**src/rtl/pci_pkg.sv**
```systemverilog
// Shared PCI master definitions: command/status codes, FSM encoding, burst limit.
// No logic; parity build option PCI_MST_PARITY_EN lives in pci_master_ctrl.
// Backpressure: n/a.
package pci_pkg;

    localparam int PCI_MAX_BURST = 15;

    localparam logic [3:0] CMD_MEM_READ  = 4'b0110;
    localparam logic [3:0] CMD_MEM_WRITE = 4'b0111;

    localparam logic [3:0] CBE_IDLE      = 4'b1111;
    localparam logic [3:0] CBE_ALL_BYTES = 4'b0000;

    typedef enum logic [1:0] {
        STAT_OK     = 2'b00,
        STAT_MABORT = 2'b01,
        STAT_TSTOP  = 2'b10
    } pci_status_t;

    typedef enum logic [2:0] {
        IDLE    = 3'd0,
        BUS_REQ = 3'd1,
        ADDR    = 3'd2,
        DATA    = 3'd3,
        TURN    = 3'd4
    } pci_state_t;

    // A zero length still moves one word; anything above the burst cap is trimmed.
    function automatic logic [3:0] clamp_len(input logic [3:0] len, input int cap);
        if (len == 4'd0) return 4'd1;
        if (int'(len) > cap) return 4'(cap);
        return len;
    endfunction

endpackage

```
**src/rtl/pci_mst_timer.sv**
```systemverilog
// DEVSEL# watchdog: counts clocks after the address phase, flags when no target claims.
// Latency: timeout asserts in the TIMEOUT-th clock after the start cycle.
// Backpressure: none; a sampled devsel=0 disarms it until the next start.
module pci_mst_timer #(
    parameter int TIMEOUT = 5
) (
    input  logic clk,
    input  logic rst,
    input  logic start,
    input  logic devsel,
    output logic timeout
);
    import pci_pkg::*;

    localparam int W = $clog2(TIMEOUT + 1);

    logic [W-1:0] cnt;
    logic         armed;

    always_ff @(posedge clk or negedge rst) begin
        if (!rst) begin
            cnt   <= '0;
            armed <= 1'b0;
        end else if (start) begin
            cnt   <= W'(1);
            armed <= 1'b1;
        end else if (armed) begin
            if (!devsel) begin
                armed <= 1'b0;
            end else if (cnt != W'(TIMEOUT)) begin
                cnt <= cnt + 1'b1;
            end
        end
    end

    assign timeout = armed && (cnt == W'(TIMEOUT));

endmodule

```
**src/rtl/pci_master_ctrl.sv**
```systemverilog
// PCI bus master: one burst memory read/write per start pulse; optional parity via PCI_MST_PARITY_EN.
// Latency: BUS_REQ the clock after start, ADDR once the bus is idle+granted, done one clock after TURN.
// Backpressure: target wait states (TRDY#) stall data phases; STOP# or DEVSEL# timeout end the burst.
module pci_master_ctrl
    import pci_pkg::*;
#(
    parameter int MAX_BURST      = 8,
    parameter int DEVSEL_TIMEOUT = 5
) (
    input  logic        clk,
    input  logic        rst,
    input  logic        start,
    input  logic [3:0]  cmd,
    input  logic [31:0] start_addr,
    input  logic [3:0]  length,
    input  logic [31:0] wr_data,
    output logic        wr_data_req,
    output logic [31:0] rd_data,
    output logic        rd_valid,
    output logic        busy,
    output logic        done,
    output logic [1:0]  status,
    output logic        req,
    input  logic        gnt,
    output logic        frame_out,
    output logic        frame_oe,
    output logic        irdy_out,
    output logic        irdy_oe,
    input  logic        frame_in,
    input  logic        irdy_in,
    input  logic        trdy,
    input  logic        devsel,
    input  logic        stop,
    output logic [31:0] ad_out,
    output logic        ad_oe,
    output logic [3:0]  cbe_out,
`ifdef PCI_MST_PARITY_EN
    output logic        par_out,
    output logic        par_oe,
    input  logic        par_in,
    output logic        perr,
`endif
    input  logic [31:0] ad_in
);

    localparam int BURST_CAP = (MAX_BURST < 1) ? 1 :
                               (MAX_BURST > PCI_MAX_BURST) ? PCI_MAX_BURST : MAX_BURST;

    pci_state_t  state, state_nxt;
    pci_status_t status_q, end_status;
    logic [3:0]  cmd_q;
    logic [31:0] addr_q;
    logic [3:0]  rem_q;
    logic        is_write;
    logic        phase_done;
    logic        timeout;
    logic        timer_start;

    assign is_write    = (cmd_q == CMD_MEM_WRITE);
    assign timer_start = (state == ADDR);
    assign status      = status_q;

    pci_mst_timer #(
        .TIMEOUT (DEVSEL_TIMEOUT)
    ) u_timer (
        .clk     (clk),
        .rst     (rst),
        .start   (timer_start),
        .devsel  (devsel),
        .timeout (timeout)
    );

    always_comb begin
        state_nxt   = state;
        end_status  = STAT_OK;
        busy        = 1'b1;
        req         = 1'b1;
        frame_out   = 1'b1;
        frame_oe    = 1'b0;
        irdy_out    = 1'b1;
        irdy_oe     = 1'b0;
        ad_out      = '0;
        ad_oe       = 1'b0;
        cbe_out     = CBE_IDLE;
        phase_done  = 1'b0;
        wr_data_req = 1'b0;

        unique case (state)
            IDLE: begin
                busy = 1'b0;
                if (start) state_nxt = BUS_REQ;
            end
            BUS_REQ: begin
                req = 1'b0;
                if (!gnt && frame_in && irdy_in) state_nxt = ADDR;
            end
            ADDR: begin
                frame_out = 1'b0;
                frame_oe  = 1'b1;
                irdy_oe   = 1'b1;
                ad_out    = addr_q;
                ad_oe     = 1'b1;
                cbe_out   = cmd_q;
                state_nxt = DATA;
            end
            DATA: begin
                // FRAME# rises on the last phase, or as soon as no target has claimed the cycle
                frame_out   = (rem_q == 4'd1) || timeout;
                frame_oe    = 1'b1;
                irdy_out    = 1'b0;
                irdy_oe     = 1'b1;
                cbe_out     = CBE_ALL_BYTES;
                if (is_write) begin
                    ad_out = wr_data;
                    ad_oe  = 1'b1;
                end
                phase_done  = !trdy && !timeout;
                wr_data_req = phase_done && is_write;
                if (timeout) begin
                    state_nxt  = TURN;
                    end_status = STAT_MABORT;
                end else if (phase_done && rem_q == 4'd1) begin
                    state_nxt  = TURN;
                end else if (!stop) begin
                    state_nxt  = TURN;
                    end_status = STAT_TSTOP;
                end
            end
            TURN: begin
                frame_oe  = 1'b1;
                irdy_oe   = 1'b1;
                state_nxt = IDLE;
            end
            default: state_nxt = IDLE;
        endcase
    end

    always_ff @(posedge clk or negedge rst) begin
        if (!rst) begin
            state    <= IDLE;
            status_q <= STAT_OK;
            cmd_q    <= CBE_IDLE;
            addr_q   <= '0;
            rem_q    <= '0;
            done     <= 1'b0;
            rd_valid <= 1'b0;
            rd_data  <= '0;
        end else begin
            state    <= state_nxt;
            done     <= (state == TURN);
            rd_valid <= phase_done && !is_write;
            if (state == IDLE && start) begin
                cmd_q    <= cmd;
                addr_q   <= start_addr;
                rem_q    <= clamp_len(length, BURST_CAP);
                status_q <= STAT_OK;
            end
            if (phase_done) rem_q <= rem_q - 4'd1;
            if (phase_done && !is_write) rd_data <= ad_in;
            if (state == DATA && state_nxt == TURN) status_q <= end_status;
        end
    end

`ifdef PCI_MST_PARITY_EN
    logic par_chk;
    logic par_exp;

    // PAR trails AD by one clock on the bus, so both drive and check are registered one behind.
    always_ff @(posedge clk or negedge rst) begin
        if (!rst) begin
            par_out <= 1'b0;
            par_oe  <= 1'b0;
            par_chk <= 1'b0;
            par_exp <= 1'b0;
        end else begin
            par_out <= ^{ad_out, cbe_out};
            par_oe  <= ad_oe;
            par_chk <= phase_done && !is_write;
            par_exp <= ^{ad_in, cbe_out};
        end
    end

    assign perr = par_chk && (par_in != par_exp);
`endif

endmodule

```
**config.mk**
```make
export PLATFORM = sky130hd
export DESIGN_NAME = pci_master_ctrl
export DESIGN_NICKNAME = d
export VERILOG_FILES = /design/src/rtl/pci_pkg.sv /design/src/rtl/pci_mst_timer.sv /design/src/rtl/pci_master_ctrl.sv
export SDC_FILE = /design/constraint.sdc
export NUM_CORES = 1
export LEC_CHECK = 0
export BUFFER_PORTS_ARGS = -buffer_cell sky130_fd_sc_hd__buf_2
export CAP_MARGIN = 20
export CORE_MARGIN = 2
export CORE_UTILIZATION = 46
export CTS_CLUSTER_DIAMETER = 60
export CTS_CLUSTER_SIZE = 40
export DETAILED_ROUTE_END_ITERATION = 16
export PLACE_DENSITY_LB_ADDON = 0.2
export SLEW_MARGIN = 20
export SYNTH_ARGS = -nofsm -noshare
export SYNTH_HDL_FRONTEND = slang
export SYNTH_SLANG_ARGS = --single-unit
```
**constraint.sdc**
```tcl
create_clock -name clk -period 2.3 [get_ports clk]
set_input_delay 0.23 -clock clk [delete_from_list [all_inputs] [get_ports clk]]
set_output_delay 0.23 -clock clk [all_outputs]
set_load 0.05 [all_outputs]
```
* Word-level counts from Yosys, hierarchy flattened
Cells that the tools add are included.
** Word-level totals
- Input bits :: 113
- Word-level logic and storage cells :: 87
- Output and inout bits :: 80
- Register bits after elaboration :: 83
** Cells by class
- Magnitude comparators :: 1
- Equal/unequal tests :: 9
- Multiplexer cells :: 42
- Add/subtract/negate cells :: 2
- Reductions and logical operators :: 23
** Operator list (number)
- $pmux W32 S2 :: 1
- $mux W32 :: 1
- $mux W3 :: 9
- $mux W4 :: 6
- $mux W1 :: 15
- $mux W2 :: 6
- $pmux W3 S4 :: 1
- $reduce_bool A2 Y1 :: 5
- $eq A3 B3 Y1 const B :: 3
- $logic_and A1 B1 Y1 :: 9
- $pmux W4 S2 :: 1
- $eq A3 B2 Y1 const B :: 2
- $eq A4 B1 Y1 const B :: 1
- $eq A4 B3 Y1 const B :: 1
- $gt A4 B4 Y1 const B :: 1
- $logic_not A1 Y1 :: 4
- $logic_not A4 Y1 :: 1
- $pmux W1 S2 :: 2
- $sub A4 B1 Y4 const B :: 1
- $add A3 B1 Y3 const B :: 1
- $eq A3 B1 Y1 const B :: 1
- $logic_not A3 Y1 :: 1
- $ne A3 B3 Y1 const B :: 1
- $reduce_and A3 Y1 :: 1
- other kinds (2) :: 2

* Logic depth before layout (Yosys ltp)
- Depth in word-level cells :: 11
- Mapped depth :: 7
- Depth with buffers taken out :: 5

* Hierarchy
A second synthesis with hierarchy kept.
** Second synthesis, totals
- Cells, all modules :: 433
- Area total of the unflattened synthesis :: 4073.9 sq um
** By module, submodules not included
- pci_master_ctrl :: area each 3856.2 sq um, seq. area each 1981.9 sq um, cells an instance 412, times used 1
- pci_mst_timer :: area each 217.7 sq um, seq. area each 100.1 sq um, cells an instance 21, times used 1

* Worst setup path before layout
Ideal clock, no wire load.
- Path kind :: register -> output
- Start point :: register state[1]
- End point :: output port wr_data_req
- Arrival :: 2.476 ns
- Buffers on the path :: 2
- Cell stages (with the launch flop) :: 6
- Data required time :: 2.070 ns
- Path slack :: -0.406 ns
- Path through :: dfrtp_1 > buf_4 > and3b_1 > buf_4 > inv_2 > nor4_1
** Between the ends
- Cells in the longest elaborated chain, start to end :: 2
** RTL lines
- start: declaration :: RTL line pci_master_ctrl.sv:49 : pci_state_t state, state_nxt;
- start signal: assignment :: RTL line pci_master_ctrl.sv:149 : state <= state_nxt;
- $eq A3 B2 Y1 :: RTL line pci_master_ctrl.sv:88 : unique case (state)
- $mux W1 :: RTL line pci_master_ctrl.sv:88
- end: declaration :: RTL line pci_master_ctrl.sv:17 : output logic wr_data_req,
No other way between the ends.

* Worst setup path after layout
- Start point :: register state[2]
- End point :: output port ad_out[10]
** Between the ends
- Cells in the longest elaborated chain, start to end :: 2
- Elaborated cells between the ends (all ways) :: 3
- Classes of those cells :: eq/ne (2); mux (1)
** RTL lines
- $eq A3 B2 Y1 :: RTL line pci_master_ctrl.sv:88
- $pmux W32 S2 (*) :: RTL line pci_master_ctrl.sv:88
- end: declaration :: RTL line pci_master_ctrl.sv:34 : output logic [31:0] ad_out,
Mark *: on every way between the ends. The rest lies on a longest branch, timed or not.

==> metrics.csv <==
stage,metric,value,unit
run_status,status,completed,
yosys,Mapped Cells,360,
global_route,vias in the first global route,3330,
detailed_routing,DR vias/cell,4.941,
timing,# setup viols final,0,
clock_tree,clk root buf,clkbuf_8,
detailed_routing,WL per Instance,14.16,um
finish,register area,2086,um^2
global_route,gr usage total,20.35,%
pwr,internal power,0.004197,W
die,Die X,97.12,um
die,initial core utilization,48.06,%
placed_design,detailed placement HPWL,7.079,mm
timing,Min Hold Slack,0.06437,ns
timing,Peak Freq,0.4539,GHz
pwr,register share of total power,33.1,%
clock_tree,CTS tree,done,
detailed_routing,Routed Antenna Nets,0,
min_path,hold_sp,start_addr[7],
die,die area,9432,um^2
yosys,yosys warns,0,
placed_design,Placer Congestion,0.8110,
worst_setup_path,reg2reg start,state[0],
worst_setup_path,R2R Path End,addr_q[21],
finish,# diodes,0,
worst_setup_path,critical path arrival,1.97,ns
global_route,first-pass GRT wire length,15.64,mm
pwr,Leak,2.895,nW
yosys,"area leader, netlist",dfrtp_1,
yosys,Mapped Area,3989,um^2
die,die height,97.12,um
pwr,pwr/cell area,1512,nW/um^2
clock_tree,clock buffer depth,2,
yosys,Main synth FF type,dfrtp_1,
detailed_routing,initial DRC count,82,
die,Core ar.,8299,um^2
global_route,initial antenna violation count,1,
worst_setup_path,Setup crit start kind,flop,
detailed_routing,DRT Pass-1 Iters,4,
detailed_routing,overall routed net length,9.362,mm
timing,unrepaired setup endpoints after global routing,no,
worst_setup_path,critical path class,flop to output pin,
pwr,fraction of power spent switching nets,47.49,%
timing,Worst-Margin Slew,0.5868,ns
worst_setup_path,Setup crit start,state[2],
yosys,post-synthesis async set-or-reset flop share,100.0,%
finish,layout cells sized above 1,48.20,%
pwr,P_sw,0.003796,W
worst_setup_path,Worst Path Max Fanout,22,
detailed_routing,Post-route DRC,0,
global_route,largest net degree at the start of global routing,51,
clock_tree,H-Tree Depth,3,
timing,TNS Setup,0,ns
yosys,Synth top cells by count,"nand2_1, dfrtp_1, a22o_1, mux2_4, o21ai_0",
timing,crit share post-route,95.78,%
clock_tree,clk slew on worst S/H paths,0.08,ns
yosys,"top cells by area, synth","dfrtp_1, mux2_4, nand2_1",
worst_setup_path,WP data required,2.07,ns
clock_tree,clk sinks,83,
placed_design,number of port buffers,192,
die,row count,33,
timing,Fin Clk Skew,0.009491,ns
finish,fillers,673,
yosys,"EDFF count, synth",0,
global_route,total gr overflow,0,
yosys,Avg Synthesized Cell Area,11.08,um^2
pwr,Comb pwr share,52.3,%
job,max-cap violation count,0,
finish,Multi-input gate area,1702,um^2
finish,nets@finish,668,
clock_tree,postcts setup bufs,0,
pwr,VDD IR-drop max,1.003,mV
clock_tree,total CTS buffers,9,
yosys,Syn Nets,477,
timing,fin crit period,2.203,ns
yosys,top-count cell post-synth,nand2_1,
clock_tree,clk_lat worst skew,0.35,ns
worst_setup_path,endpoint class of the critical path,output pin,
min_path,worst min-delay path category,input port to flop,
worst_setup_path,Reg2Reg Setup Slack,0.39,ns
yosys,synthesized flop and latch total,83,
worst_setup_path,CP endpoint,ad_out[10],
timing,final hold violations,0,
finish,P&R area growth vs syn,32.56,%
yosys,Netlist cell types,48,
timing,final slew viol count,0,
yosys,Yosys top cell area share,49.56,%
timing,worst-case headroom to the max-slew limit,60.71,%
worst_setup_path,R2R depth,5,
yosys,sequential area share after synthesis,52.20,%
pwr,part of the power in the clock network,14.6,%
die,IO Pins,193,
detailed_routing,routed vias,3266,
## cell type report
type	instances	area share (%)
multi-input combinational	241	32.18
tap	105	2.485
clock buffer	12	2.934
clock inverter	4	1.372
sequential	83	39.45
timing repair buffer	203	20.66
inverter	13	0.9229
## layout by cell type, fill, tap and decap left out, drive strengths merged, types with 2 or more instances in the layout
master	Yosys	layout
o21ai	13	13
clkbuf	2	12
dfrtp	79	79
nand2	106	106
a31oi	2	2
and3	3	3
mux2	32	32
nor4b	2	2
nor4	2	2
bufinv	0	2
a211oi	4	4
a21oi	5	5
or4b	2	2
nor3b	2	2
a311oi	3	3
buf	21	202
a22o	32	32
dfstp	4	4
inv	13	13
or3	3	3
nand4b	2	2
nor3	2	2
nor2	6	6
ha	4	4
nand3	3	3
## worst max-delay path, stage by stage (launching register included)
cell and delay [ns]:
dfrtp_2 0.49, and3b_1 0.28, inv_2 0.09, nor2_4 0.13, buf_6 0.20, a22o_1 0.17
buf_2 0.26
## logic make-up after synthesis
logic type	Yosys count	share of synthesized area [%]
AOI/OAI and AO/OA	66	12.96
muxes	32	11.76
adders and majority gates	4	1.255
buffers and inverters	36	5.489
DFF	83	52.20
and+or+nand+nor	139	16.34
## through the flow
step	util (%)	setup WS [ns]	area, um^2	std cells	power [W]
after floorplan	-	0.1721	3995	360	0.005945
after CTS	63.65	0.005098	5283	661	0.008067
final	63.71	0.09704	5288	661	0.007993
after global routing	63.71	0.0002189	5288	661	0.008464
after detailed placement	60.67	0.3419	5035	644	0.006864
after global placement	60.67	0.3906	5035	644	0.006779
## power by group through the flow
stage | Sequential [W] | Combinational, W | Clock, W
after floorplan | 0.00359 | 0.00235 | 0
after global placement | 0.00264 | 0.00414 | 0
after detailed placement | 0.00264 | 0.00422 | 0
after CTS | 0.00265 | 0.00422 | 0.00120
after global routing | 0.00274 | 0.00446 | 0.00126
final | 0.00265 | 0.00418 | 0.00117
## per-layer routing
metal,global-route usage [%],part of all wire [%]
met5,0,0.14
met3,5.468,8.2
met2,33.17,47
met1,26.22,43
met4,7.367,1.7
## flip-flops by register name, summed over array words and instances, names as in the netlist
register,count
u_timer.cnt,3
cmd_q,4
addr_q,32
done,1
state,3
rem_q,4
status,2
rd_data,32
rd_valid,1
u_timer.armed,1
## timing repair
item                                   in CTS  in global routing
hold buffers                                1                  0
resized for setup                           4                  2
endpoints found under the hold margin      29                  0
setup endpoints to repair                  29                 22
## worst min-delay path by stage
stage                 endpoint  slack, ns  cells past startpoint
global route         addr_q[7]       0.07                      3
floorplan            addr_q[0]      -0.07                      0
CTS                  addr_q[7]       0.05                      3
detailed placement  addr_q[12]       0.20                      1
finish               addr_q[7]       0.06                      3
global placement    addr_q[12]       0.20                      1
No activity file was read; power rests on OpenSTA's default activity.
